### src/rtl/pc_seq_pkg.sv
// Shared types and defaults for the PC sequencer: the word type, reset/step defaults
// and the sequencer state encoding.
package pc_seq_pkg;

  typedef logic [31:0] word_t;

  localparam word_t ResetPcDefault = 32'h0000_0000;
  localparam word_t PcStepDefault  = 32'd4;

  typedef enum logic [1:0] {
    StIdle,
    StInc,
    StBr,
    StCommit
  } state_e;

endpackage

### src/rtl/pc_sequencer_adder.sv
// 32-bit modulo adder shared by the sequencer for both the PC increment and the branch target.
module BEQAdder
  import pc_seq_pkg::*;
(
  input  word_t ValueIn1,
  input  word_t ValueIn2,
  output word_t ValueOut
);

  // Carry out is discarded: all PC arithmetic wraps modulo 2^32.
  assign ValueOut = ValueIn1 + ValueIn2;

endmodule

### src/rtl/pc_sequencer.sv
// Multi-cycle next-PC sequencer for BEQ: increments the PC, optionally adds the branch
// offset, then commits. One shared adder serves both steps.
module pc_sequencer
  import pc_seq_pkg::*;
#(
  parameter word_t RESET_PC = ResetPcDefault,
  parameter word_t PC_STEP  = PcStepDefault
) (
  input  logic        Clk,
  input  logic        ResetN,
  input  logic        StartValid,
  output logic        StartReady,
  input  logic        Branch,
  input  logic        Zero,
  input  logic [31:0] ImmExt,
  output logic [31:0] Pc,
  output logic        PcValid,
  output logic        Taken
);

  state_e state_q, state_d;
  word_t  pc_q, pc_d;
  word_t  pc_plus4_q, pc_plus4_d;
  word_t  target_q, target_d;
  word_t  imm_q, imm_d;
  logic   branch_q, branch_d;
  logic   zero_q, zero_d;

  word_t  add_a, add_b, add_sum;
  logic   taken;

  assign taken = branch_q & zero_q;

  // Operand mux: BR adds the scaled offset to PcPlus4, every other state steps the PC.
  always_comb begin
    add_a = pc_q;
    add_b = PC_STEP;
    if (state_q == StBr) begin
      add_a = pc_plus4_q;
      add_b = {imm_q[29:0], 2'b00};
    end
  end

  BEQAdder u_adder (
    .ValueIn1 (add_a),
    .ValueIn2 (add_b),
    .ValueOut (add_sum)
  );

  always_comb begin
    state_d    = state_q;
    pc_d       = pc_q;
    pc_plus4_d = pc_plus4_q;
    target_d   = target_q;
    imm_d      = imm_q;
    branch_d   = branch_q;
    zero_d     = zero_q;
    unique case (state_q)
      StIdle: begin
        if (StartValid) begin
          branch_d = Branch;
          zero_d   = Zero;
          imm_d    = ImmExt;
          state_d  = StInc;
        end
      end
      StInc: begin
        pc_plus4_d = add_sum;
        state_d    = taken ? StBr : StCommit;
      end
      StBr: begin
        target_d = add_sum;
        state_d  = StCommit;
      end
      StCommit: begin
        pc_d    = taken ? target_q : pc_plus4_q;
        state_d = StIdle;
      end
    endcase
  end

  always_ff @(posedge Clk) begin
    if (!ResetN) begin
      state_q    <= StIdle;
      pc_q       <= RESET_PC;
      pc_plus4_q <= '0;
      target_q   <= '0;
      imm_q      <= '0;
      branch_q   <= 1'b0;
      zero_q     <= 1'b0;
    end else begin
      state_q    <= state_d;
      pc_q       <= pc_d;
      pc_plus4_q <= pc_plus4_d;
      target_q   <= target_d;
      imm_q      <= imm_d;
      branch_q   <= branch_d;
      zero_q     <= zero_d;
    end
  end

  // PcValid/Taken decode from state; the new Pc value is visible from the cycle after the pulse.
  assign StartReady = (state_q == StIdle) & ResetN;
  assign PcValid    = (state_q == StCommit);
  assign Taken      = PcValid & taken;
  assign Pc         = pc_q;

endmodule
### config.mk
export PLATFORM = sky130hd
export DESIGN_NAME = pc_sequencer
export DESIGN_NICKNAME = d
export VERILOG_FILES = /design/src/rtl/pc_seq_pkg.sv /design/src/rtl/pc_sequencer_adder.sv /design/src/rtl/pc_sequencer.sv
export SDC_FILE = /design/constraint.sdc
export NUM_CORES = 1
export LEC_CHECK = 0
export BUFFER_PORTS_ARGS = -buffer_cell sky130_fd_sc_hd__clkbuf_2
export CAP_MARGIN = 0
export CORE_UTILIZATION = 30
export CTS_CLUSTER_DIAMETER = 60
export DETAILED_ROUTE_END_ITERATION = 7
export GPL_ROUTABILITY_DRIVEN = 0
export PLACE_DENSITY = 0.48
export SYNTH_ARGS = -nofsm -noshare
export SYNTH_HDL_FRONTEND = slang
export SYNTH_SLANG_ARGS = --single-unit
### constraint.sdc
create_clock -name Clk -period 3.2 [get_ports Clk]
set_input_delay 0.32 -clock Clk [delete_from_list [all_inputs] [get_ports Clk]]
set_output_delay 0.32 -clock Clk [all_outputs]
set_load 0.03 [all_outputs]
==> impl_metrics.csv <==
group,metric,value,unit
routing,first_pass_iters,4,
worst_setup_path,path_class,"flip-flop to flip-flop",
yosys,syn_nets,979,
routing,drcViolationCount,0,
worst_setup_path,critical_path.top_delay_family,"simple AND/OR/NAND/NOR gates",
yosys,synth-edff-count,0,
worst_setup_path,worstPathMaxFanout,33,
outcome,status,"finished, final reports clean",
timing,clock.fmax,325.7,MHz
worst_setup_path,setup.worst_path.start_class,"flip-flop",
floorplan,row_count,57,
timing,tns,0,ns
floorplan,coreArea,24250,µm²
finish,nNetsFinal,1066,
finish,diodes,0,
timing,worstMarginPinSlew,0.7173,ns
finish,syn_to_final_growth,25.00,%
routing,first_iter_violations,429,
floorplan,io_pins,72,
floorplan,fp.dieArea,25240,µm²
yosys,synth-seq-cells,130,
cts,htree_levels,4,
yosys,synth_area_per_cell,8.149,µm²
worst_setup_path,path_cells,"inv_2, buf_4, ha_4, buf_12, and2_1, ha_1, buf_4, nand2_1, nor3_1, nor2_1, a31oi_4, a21oi_4, or4_1, nand3_1",
worst_setup_path,slowest_delay,0.51,ns
floorplan,die_w,158.9,µm
routing,avgRoutedWirePerCell,16.80,µm
yosys,ys_seq_area_frac,0.3525,
yosys,ys.flop_type,"dfxtp_1",
place,portBuffers,69,
timing,maxSlewViolCount,0,
yosys,postSynth.asyncResetShare,0,
timing,finClkSkew,0.01480,ns
routing,via_per_inst,5.043,
yosys,synth_area,7383,µm²
worst_setup_path,critical_path.slowest_cell,"or4_1",
routing,dr_total_vias,6707,
timing,layout_min_cycle_time,3.071,ns
worst_setup_path,worstPathRequired,3.57,ns
cts,cts_tree,"yes",
floorplan,initial_core_util,0.3045,
place,hpwl,15.21,mm
run,maxCapViolations,0,
cts,cts_hold_buf,0,
worst_setup_path,end_kind,"flip-flop",
timing,min_period_over_period,0.9596,
power_and_ir_drop,pwr_density_cell,683.3,nW/µm²
cts,cts_max_path_buffers,2,
global_route,track_usage,0.1814,
min_path,hold_class,"input pin to flip-flop",
worst_setup_path,critical_path_buf_inv_count,4,
global_route,grt_pass1_wl,36.10,mm
timing,final-setup-viol-count,0,
cts,root_buffer,"clkbuf_16",
global_route,antenna_found_initial,0,
global_route,grt_max_degree,49,
cts,clkTransAtPathRegs,0.06,ns
cts,insertion_delay,0.43,ns
timing,final-hold-violation-count,0,
routing,ant_nets,0,
global_route,grt_pass1_vias,6550,
cts,cts_buffers,17,
power_and_ir_drop,vdd_drop_max,0.2984,mV
worst_setup_path,cp.arrival,3.44,ns
yosys,ys_warn_count,0,
finish,drive_gt1_frac,0.2435,
timing,relSlewSlack,0.5207,
power_and_ir_drop,leakagePower,3.643,nW
finish,post-route-util,0.3806,
floorplan,dieHeight,158.9,µm
cts,cts_sinks,130,
routing,drt_wl_total,22.35,mm
yosys,synth.distinct_cells,60,
timing,rsz0062_at_grt,"true",
worst_setup_path,crit_path_frequent_cell,"buf_4",
global_route,overflow,0,
yosys,synthCells,906,
[cell families after synthesis]
logic type,synth area share
DFF,0.3525
and+or+nand+nor,0.2305
AOI/OAI and AO/OA,0.2093
muxes,0.07795
buffers and inverters,0.04406
adders and majority gates,0.06202
xor gates and xnor gates,0.02373
[cells in the mapped netlist (4+ instances only)]
library cell  instances  share of area
o211ai_1              8         0.0081
mux2_2               28          0.043
o2111ai_1             7         0.0083
xor2_1                7         0.0083
dfxtp_1             130           0.35
a311oi_1             33          0.039
nand4_1              12          0.010
buf_1                 6         0.0031
nor2_1               92          0.047
a22o_1                6         0.0071
clkbuf_1             57          0.029
nand2_1             129          0.066
nor4_1                5         0.0042
inv_1                13         0.0066
buf_2                 8         0.0054
nand3_1              50          0.034
o21ai_0              19          0.013
a21oi_1              65          0.044
nor2b_1               9         0.0076
nor3_1                6         0.0041
a211oi_1             14          0.014
mux2i_1              26          0.035
a21o_1               14          0.014
o21a_1                8         0.0081
a21oi_2               5         0.0059
a31oi_1              11         0.0093
and2_1               29          0.025
or3_1                11         0.0093
and3_1                4         0.0034
ha_1                 35          0.059
xnor2_1              13          0.015
[sequential cells by signal, summed over array words and instances, names as in the netlist]
register,flops
branch_q,1
pc_plus4_q,32
zero_q,1
state_q,2
imm_q,30
target_q,32
Pc,32
[routing by layer]
layer  GRT usage  routed length, µm
met1      0.2462              10960
met2      0.2859              10240
met3     0.02795                696
met4     0.07386                453
met5           0                  0
[stage by stage]
| step | area [µm²] | cells | hold WS, ns | total power, mW | worst slack, ns |
|---|---|---|---|---|---|
| global route | 9229 | 1330 | 0.1056 | 6.668 | -0.01989 |
| global placement | 8427 | 1296 | 0.4375 | 4.147 | 0.01060 |
| floorplan | 7400 | 906 | 0.4257 | 3.430 | 0.0002152 |
| CTS | 9092 | 1330 | 0.09312 | 6.326 | 0.02654 |
| finish | 9229 | 1330 | 0.1031 | 6.306 | 0.1294 |
| detailed placement | 8427 | 1296 | 0.4450 | 4.163 | 0.004746 |
[area by class of cell]
cell class | count | area [µm²]
Fill cell | 2581 | 15020
Inverter | 13 | 50.05
Multi-Input combinational cell | 692 | 4611
Clock inverter | 9 | 152.6
Clock buffer | 23 | 478.0
Tap cell | 324 | 405.4
Timing Repair Buffer | 139 | 928.4
Sequential cell | 130 | 2604
[power by group]
| part | internal, mW | total, mW | switching (mW) |
|---|---|---|---|
| clock network | 1.36 | 2.13 | 0.767 |
| registers | 1.88 | 2.05 | 0.175 |
| logic | 0.811 | 2.12 | 1.31 |
[placed cells by master (no fill, tap or decap), drive strengths merged, types with 12 or more instances in the layout]
cell type	instances
a211oi	14
o21ai	23
inv	12
a311oi	34
and2	29
nor2	92
a21o	14
nand4	12
nand3	50
dfxtp	130
ha	35
buf	70
mux2i	26
clkbuf	92
xnor2	13
a21oi	70
a31oi	14
nand2	129
mux2	28
[worst min-delay path, delay by kind of cell]
| family | cells | cell delay [ns] |
|---|---|---|
| buf+inv | 1 | 0.08 |
| compound gates | 1 | 0.05 |
| simple gates | 1 | 0.04 |
[path summary, 6_finish.rpt]
| check | from | endpoint | slack, ns | cells after the start |
|---|---|---|---|---|
| setup / recovery | state_q[0]$_SDFFE_PN0P_ | target_q[27]$_SDFFE_PN0N_ | 0.13 | 14 |
| hold / removal | ImmExt[1] | imm_q[1]$_SDFFE_PN0P_ | 0.10 | 3 |
| hold reg to reg | imm_q[17]$_SDFFE_PN0P_ | imm_q[17]$_SDFFE_PN0P_ | 0.45 | 2 |
| setup reg to reg | state_q[0]$_SDFFE_PN0P_ | target_q[27]$_SDFFE_PN0N_ | 0.13 | 14 |
[repair_timing]
action,in CTS,in global routing
resized for setup,3,31
setup buffers,2,0
setup endpoints to repair,3,27
pin swaps,2,7
No activity file was read; power rests on OpenSTA's default activity.
